**src/rtl/arbiter_grant.sv**
```systemverilog
// Grant arbiter for one request class: priority search, registered grant index and HOLD flag.
// MEMORY_ARBITER_RR_EN selects round-robin search; otherwise lowest index wins.
module arbiter_grant #(
  parameter int N  = 2,
  parameter int IW = $clog2(N)
) (
  input  logic          clk,
  input  logic          rst,
  input  logic [N-1:0]  req_i,
  input  logic          accept_i,
  output logic [IW-1:0] grant_o,
  output logic          valid_o
);

  typedef enum logic {IDLE, HOLD} state_e;

  state_e        state_q, state_d;
  logic [IW-1:0] grant_q, grant_d;
  logic [IW-1:0] pick;
  logic [IW-1:0] idx;
`ifdef MEMORY_ARBITER_RR_EN
  logic [IW-1:0] ptr_q, ptr_d;
`endif

  // Walk from the lowest-priority slot down so the highest-priority requester is written last.
  always_comb begin
    pick = '0;
    idx  = '0;
    for (int k = N - 1; k >= 0; k--) begin
`ifdef MEMORY_ARBITER_RR_EN
      idx = IW'((int'(ptr_q) + k) % N);
`else
      idx = IW'(k);
`endif
      if (req_i[idx]) pick = idx;
    end
  end

  // Outputs are kept apart from next-state so accept_i (derived from valid_o) forms no loop.
  always_comb begin
    if (state_q == HOLD) begin
      grant_o = grant_q;
      valid_o = req_i[grant_q];
    end else begin
      grant_o = pick;
      valid_o = |req_i;
    end
  end

  // NOTE: every signal written here gets a default first, so no path leaves a latch behind.
  always_comb begin
    state_d = IDLE;
    grant_d = grant_q;
`ifdef MEMORY_ARBITER_RR_EN
    ptr_d   = ptr_q;
`endif
    if (valid_o) begin
      grant_d = grant_o;
      if (accept_i) begin
`ifdef MEMORY_ARBITER_RR_EN
        ptr_d = (grant_o == IW'(N - 1)) ? '0 : grant_o + 1'b1;
`endif
      end else begin
        state_d = HOLD;
      end
    end
  end

  // NOTE: sequential state uses <= so every register samples pre-edge values regardless of order.
  always_ff @(posedge clk) begin
    if (rst) begin
      state_q <= IDLE;
      grant_q <= '0;
`ifdef MEMORY_ARBITER_RR_EN
      ptr_q   <= '0;
`endif
    end else begin
      state_q <= state_d;
      grant_q <= grant_d;
`ifdef MEMORY_ARBITER_RR_EN
      ptr_q   <= ptr_d;
`endif
    end
  end

endmodule

```
**src/rtl/memory_arbiter.sv**
```systemverilog
// Multi-client arbiter in front of a single memory: zero-latency muxing, in-order read tag FIFO.
// Define MEMORY_ARBITER_RR_EN for round-robin arbitration (fixed priority otherwise).
module memory_arbiter #(
  parameter  int WIDTH   = 16,
  parameter  int DEPTH   = 256,
  parameter  int CLIENTS = 2,
  localparam int AW      = $clog2(DEPTH),
  localparam int TW      = $clog2(CLIENTS)
) (
  input  logic                  clk,
  input  logic                  rst,
  input  logic [CLIENTS-1:0]    c_raddr_stb,
  input  logic [CLIENTS*AW-1:0] c_raddr_dat,
  output logic [CLIENTS-1:0]    c_raddr_rdy,
  output logic [CLIENTS-1:0]    c_rdata_stb,
  output logic [WIDTH-1:0]      c_rdata_dat,
  input  logic [CLIENTS-1:0]    c_rdata_rdy,
  input  logic [CLIENTS-1:0]    c_waddr_stb,
  input  logic [CLIENTS*AW-1:0] c_waddr_dat,
  input  logic [CLIENTS-1:0]    c_wdata_stb,
  input  logic [CLIENTS*WIDTH-1:0] c_wdata_dat,
  output logic [CLIENTS-1:0]    c_waddr_rdy,
  output logic [CLIENTS-1:0]    c_wdata_rdy,
  output logic                  m_waddr_stb,
  output logic [AW-1:0]         m_waddr_dat,
  input  logic                  m_waddr_rdy,
  output logic                  m_wdata_stb,
  output logic [WIDTH-1:0]      m_wdata_dat,
  input  logic                  m_wdata_rdy,
  output logic                  m_raddr_stb,
  output logic [AW-1:0]         m_raddr_dat,
  input  logic                  m_raddr_rdy,
  input  logic                  m_rdata_stb,
  input  logic [WIDTH-1:0]      m_rdata_dat,
  output logic                  m_rdata_rdy
);

  logic [AW-1:0]    raddr_a [CLIENTS];
  logic [AW-1:0]    waddr_a [CLIENTS];
  logic [WIDTH-1:0] wdata_a [CLIENTS];

  for (genvar i = 0; i < CLIENTS; i++) begin : g_unpack
    assign raddr_a[i] = c_raddr_dat[i*AW +: AW];
    assign waddr_a[i] = c_waddr_dat[i*AW +: AW];
    assign wdata_a[i] = c_wdata_dat[i*WIDTH +: WIDTH];
  end

  // ---------------- read address path ----------------
  logic [TW-1:0] rd_grant;
  logic          rd_valid;
  logic          rd_push;
  logic          tag_full, tag_empty;

  arbiter_grant #(.N(CLIENTS), .IW(TW)) u_rd_arb (
    .clk      (clk),
    .rst      (rst),
    .req_i    (c_raddr_stb),
    .accept_i (rd_push),
    .grant_o  (rd_grant),
    .valid_o  (rd_valid)
  );

  assign m_raddr_stb = rd_valid & ~tag_full;
  assign rd_push     = m_raddr_stb & m_raddr_rdy;

  always_comb begin
    c_raddr_rdy = '0;
    m_raddr_dat = '0;
    if (rd_valid) begin
      c_raddr_rdy[rd_grant] = m_raddr_rdy & ~tag_full;
      m_raddr_dat           = raddr_a[rd_grant];
    end
  end

  // ---------------- in-order read tag FIFO (2 entries) ----------------
  logic [TW-1:0] tag_q [2];
  logic          tag_wr_q, tag_wr_d, tag_rd_q, tag_rd_d;
  logic [1:0]    tag_cnt_q, tag_cnt_d;
  logic [TW-1:0] tag_head;
  logic          rd_pop;

  assign tag_full    = (tag_cnt_q == 2'd2);
  assign tag_empty   = (tag_cnt_q == 2'd0);
  assign tag_head    = tag_q[tag_rd_q];
  assign m_rdata_rdy = ~tag_empty & c_rdata_rdy[tag_head];
  assign rd_pop      = m_rdata_stb & m_rdata_rdy;
  assign c_rdata_dat = m_rdata_dat;

  always_comb begin
    c_rdata_stb = '0;
    if (!tag_empty) c_rdata_stb[tag_head] = m_rdata_stb;
  end

  assign tag_wr_d  = rd_push ? ~tag_wr_q : tag_wr_q;
  assign tag_rd_d  = rd_pop  ? ~tag_rd_q : tag_rd_q;
  assign tag_cnt_d = tag_cnt_q + 2'(rd_push) - 2'(rd_pop);

  always_ff @(posedge clk) begin
    if (rst) begin
      tag_wr_q  <= 1'b0;
      tag_rd_q  <= 1'b0;
      tag_cnt_q <= 2'd0;
    end else begin
      tag_wr_q  <= tag_wr_d;
      tag_rd_q  <= tag_rd_d;
      tag_cnt_q <= tag_cnt_d;
    end
  end

  // NOTE: tag storage is not reset; the count marks which slots are live, so stale contents are never read.
  always_ff @(posedge clk) begin
    if (rd_push) tag_q[tag_wr_q] <= rd_grant;
  end

  // ---------------- write path ----------------
  logic [TW-1:0] wr_grant;
  logic          wr_valid;
  logic          wr_xfer;
  logic          wr_mem_rdy;

  assign wr_mem_rdy = m_waddr_rdy & m_wdata_rdy;
  assign wr_xfer    = wr_valid & wr_mem_rdy;

  arbiter_grant #(.N(CLIENTS), .IW(TW)) u_wr_arb (
    .clk      (clk),
    .rst      (rst),
    .req_i    (c_waddr_stb & c_wdata_stb),
    .accept_i (wr_xfer),
    .grant_o  (wr_grant),
    .valid_o  (wr_valid)
  );

  assign m_waddr_stb = wr_valid;
  assign m_wdata_stb = wr_valid;

  always_comb begin
    c_waddr_rdy = '0;
    c_wdata_rdy = '0;
    m_waddr_dat = '0;
    m_wdata_dat = '0;
    if (wr_valid) begin
      c_waddr_rdy[wr_grant] = wr_mem_rdy;
      c_wdata_rdy[wr_grant] = wr_mem_rdy;
      m_waddr_dat           = waddr_a[wr_grant];
      m_wdata_dat           = wdata_a[wr_grant];
    end
  end

endmodule

```
**config.mk**
```make
export PLATFORM = sky130hd
export DESIGN_NAME = memory_arbiter
export DESIGN_NICKNAME = d
export VERILOG_FILES = /design/src/rtl/arbiter_grant.sv /design/src/rtl/memory_arbiter.sv
export SDC_FILE = /design/constraint.sdc
export NUM_CORES = 1
export LEC_CHECK = 0
export CAP_MARGIN = 30
export CORE_MARGIN = 5
export CORE_UTILIZATION = 29
export DETAILED_ROUTE_END_ITERATION = 10
export GPL_TIMING_DRIVEN = 0
export PLACE_DENSITY = 0.9
export RECOVER_POWER = 50
export SETUP_SLACK_MARGIN = 0.05
export SLEW_MARGIN = 20
export SYNTH_ARGS = -nofsm -noshare
export SYNTH_HDL_FRONTEND = slang
export SYNTH_SLANG_ARGS = --single-unit
export TNS_END_PERCENT = 50
```
**constraint.sdc**
```tcl
create_clock -name clk -period 4.35 [get_ports clk]
set_input_delay 0.87 -clock clk [delete_from_list [all_inputs] [get_ports clk]]
set_output_delay 0.87 -clock clk [all_outputs]
set_load 0.02 [all_outputs]
```
==> run_results.csv <==
group,metric,value,unit
status,status,"finished, final reports clean",
cts,clock_path_buffers,2,
drt,drc,0,
synthesis,ys_ff_latch,11,
timing,rsz0062_at_grt,"no",
cts,clock_sinks,11,
synthesis,synth_nets,259,
timing,finClkSkew,0.00425,ns
drt,wl,4890,µm
cells_and_area,antenna-diode-count,0,
timing,max_freq,0.251,GHz
global_routing,grtUsageMet1,15.5,%
setup_path,cp_slowest_stage_delay,0.62,ns
global_routing,grt_max_degree,12,
placed_design,dp_hpwl,4360,µm
die,dieArea,5840,µm²
cts,cts_hold_buf,0,
setup_path,path_cells,"dlygate4sd3_1 > nand3b_4 > o21ai_4 > buf_12 > nor3b_2 > buf_4 > clkdlybuf4s50_1",
die,start_util,29.6,%
synthesis,yosys-top-cells-area,"mux2i_1, dfxtp_1, nor2_1",
cts,root_buffer,"clkbuf_8",
global_routing,grt_pass1_vias,1713,
synthesis,netlist-cell-type-count,32,
setup_path,critPathRequiredTime,3.48,ns
drt,num_vias,1623,
global_routing,top_usage_layer,"met2",
cells_and_area,fill_cells,371,
power,p_leak,1.13,nW
cts,cts_tree,"built",
drt,ant_nets,0,
timing,worst_slew_pin_slew,0.445,ns
setup_path,worstPathArrival,3.12,ns
timing,post-route-period-util,91.8,%
job,maxCapViolations,0,
placed_design,portBuffers,136,
drt,vias_per_cell,4.57,
global_routing,grt_util_met3,5.79,%
synthesis,yosysWarnings,0,
cells_and_area,final_common_cell,"clkdlybuf4s50_1",
cells_and_area,multiInputGateArea,802,µm²
cells_and_area,finalNetCount,400,
cells_and_area,post-route-util,63.6,%
global_routing,overflow,0,
die,core,4320,µm²
setup_path,critical_path_class,"in -> out",
timing,slew_viol_final,0,
cells_and_area,final_cell_mix,"clkdlybuf4s50_1, nor2_1, mux2i_1",
setup_path,worst_path_max_delay_cell,"dlygate4sd3_1",
timing,finalSetupViolCount,0,
die,ioPinCount,154,
synthesis,syn_area_per_cell,7.84,µm²
synthesis,synth_area,1280,µm²
cells_and_area,syn_to_final_growth,115,%
drt,first_iter_violations,17,
cts,htree_levels,1,
drt,wire_per_inst,13.8,µm
timing,fin_crit,3.99,ns
cts,cts_inserted_buffers,3,
power,p_per_area,231,nW/µm²
timing,max-slew-margin-rel,70.4,%
synthesis,synth-seq-area-share,18.8,%
power,ir_worst_vdd,0.188,mV
timing,worst_slack,0.359,ns
die,fp-row-count,24,
placed_design,preCtsSetupSlack,0.416,ns
die,die_x,76.4,µm
global_routing,grt_pass1_wl,7820,µm
die,die_y,76.4,µm
setup_path,crit_path_start_kind,"input pin",
cts,clk-insertion-delay-late,0.24,ns
synthesis,synth_top_cell_by_area,"mux2i_1",
setup_path,end_kind,"output port",
setup_path,crit_family,"buffers and inverters",
drt,first_pass_iters,4,
cts,cts_setup_buffers,0,
setup_path,crit_fanout,10,
timing,finalSetupTns,0,ns
global_routing,antenna_found_initial,0,
cts,cts_resized,0,
global_routing,use_met2,30.2,%
placed_design,gp_congestion,0.758,
global_routing,track_usage,15.8,%
cells_and_area,drive_gt1_share,9.90,%
synthesis,syn_inst,163,
cts,clk_pin_slew,0.05,ns
cells_and_area,regArea,240,µm²
timing,final_hold_viol_count,0,
setup_path,cp_num_buf_inv,4,
worst_hold_path,hp-class,"reg -> reg",
synthesis,synth_top_cell_area_share,27.4,%
## Yosys cell counts (all sizes together)
master   instances
nor2b            2
and2             4
o22ai            1
nor3b            2
nor2            42
buf             23
nand2            8
nand2b           3
xor2             1
inv              8
a21oi            2
xnor2            2
edfxtp           2
o211ai           3
o2bb2ai          1
o21ai            3
ha               2
or3              1
nand3b           1
nand3            1
a211oi           1
nor3             1
a21boi           1
a221oi           1
clkbuf           3
mux2i           35
dfxtp            9
## logic make-up (layout without fill, tap and decap cells)
kind of cell / Yosys count / in the layout / synth area share [%]
simple gates: 65 / 65 / 23.7
mux: 35 / 35 / 27.4
buf+inv: 34 / 174 / 18.5
compound gates: 13 / 13 / 7.63
flops: 11 / 11 / 18.8
xor+xnor: 3 / 3 / 2.06
fa+ha+maj: 2 / 2 / 1.96
## per-layer routing
metal	share of wire, %	vias up
li1	-	803
met1	36	706
met2	52	105
met3	11	9
met4	1.7	0
met5	0	-
## tightest hold or removal path, cell delays in order (launching register included)
cell and delay, ns:
dfxtp_1 0.31, o21ai_0 0.07, a21oi_1 0.07
## state kept, by name, indices dropped and copies added, names as in the netlist, named ones only
name	flops
tag_rd_q	1
u_rd_arb.grant_q	1
u_rd_arb.state_q	1
tag_cnt_q	2
u_wr_arb.state_q	1
tag_wr_q	1
tag_q	2
u_wr_arb.grant_q	1
## through the flow
stage | total power [W] | std cells | hold slack [ns] | instance area, µm²
after floorplan | 0.000350 | 163 | 0.457 | 1280
after global placement | 0.000535 | 351 | 0.466 | 2710
after detailed placement | 0.000544 | 351 | 0.482 | 2710
after CTS | 0.000650 | 355 | 0.489 | 2750
after global routing | 0.000679 | 355 | 0.547 | 2750
final | 0.000635 | 355 | 0.491 | 2750
## power breakdown
group	switching, W	total, W	internal, W
clock	0.0000396	0.000104	0.0000645
combinational	0.000175	0.000391	0.000216
sequential	0.0000172	0.000140	0.000123
## cell type report
class                   instances  share of cell area, %
inverters                       8                   1.09
clock buffers                   4                   1.64
multi-input cells             118                   29.2
plain buffers                  26                   7.51
well taps                      52                   2.37
flip-flops and latches         11                   8.74
repair buffers                136                   49.5
## worst paths after layout
path	from	to	slack [ns]	cells after the start
hold / removal	tag_wr_q$_SDFFE_PP0N_	tag_wr_q$_SDFFE_PP0N_	0.49	2
setup reg to reg	flip-flop	tag_cnt_q[1]$_SDFF_PP0_	2.34	8
hold reg to reg	tag_wr_q$_SDFFE_PP0N_	tag_wr_q$_SDFFE_PP0N_	0.49	2
setup / recovery	c_waddr_stb[1]	c_wdata_rdy[1]	0.36	7
Power figures use the tool's default switching activity.
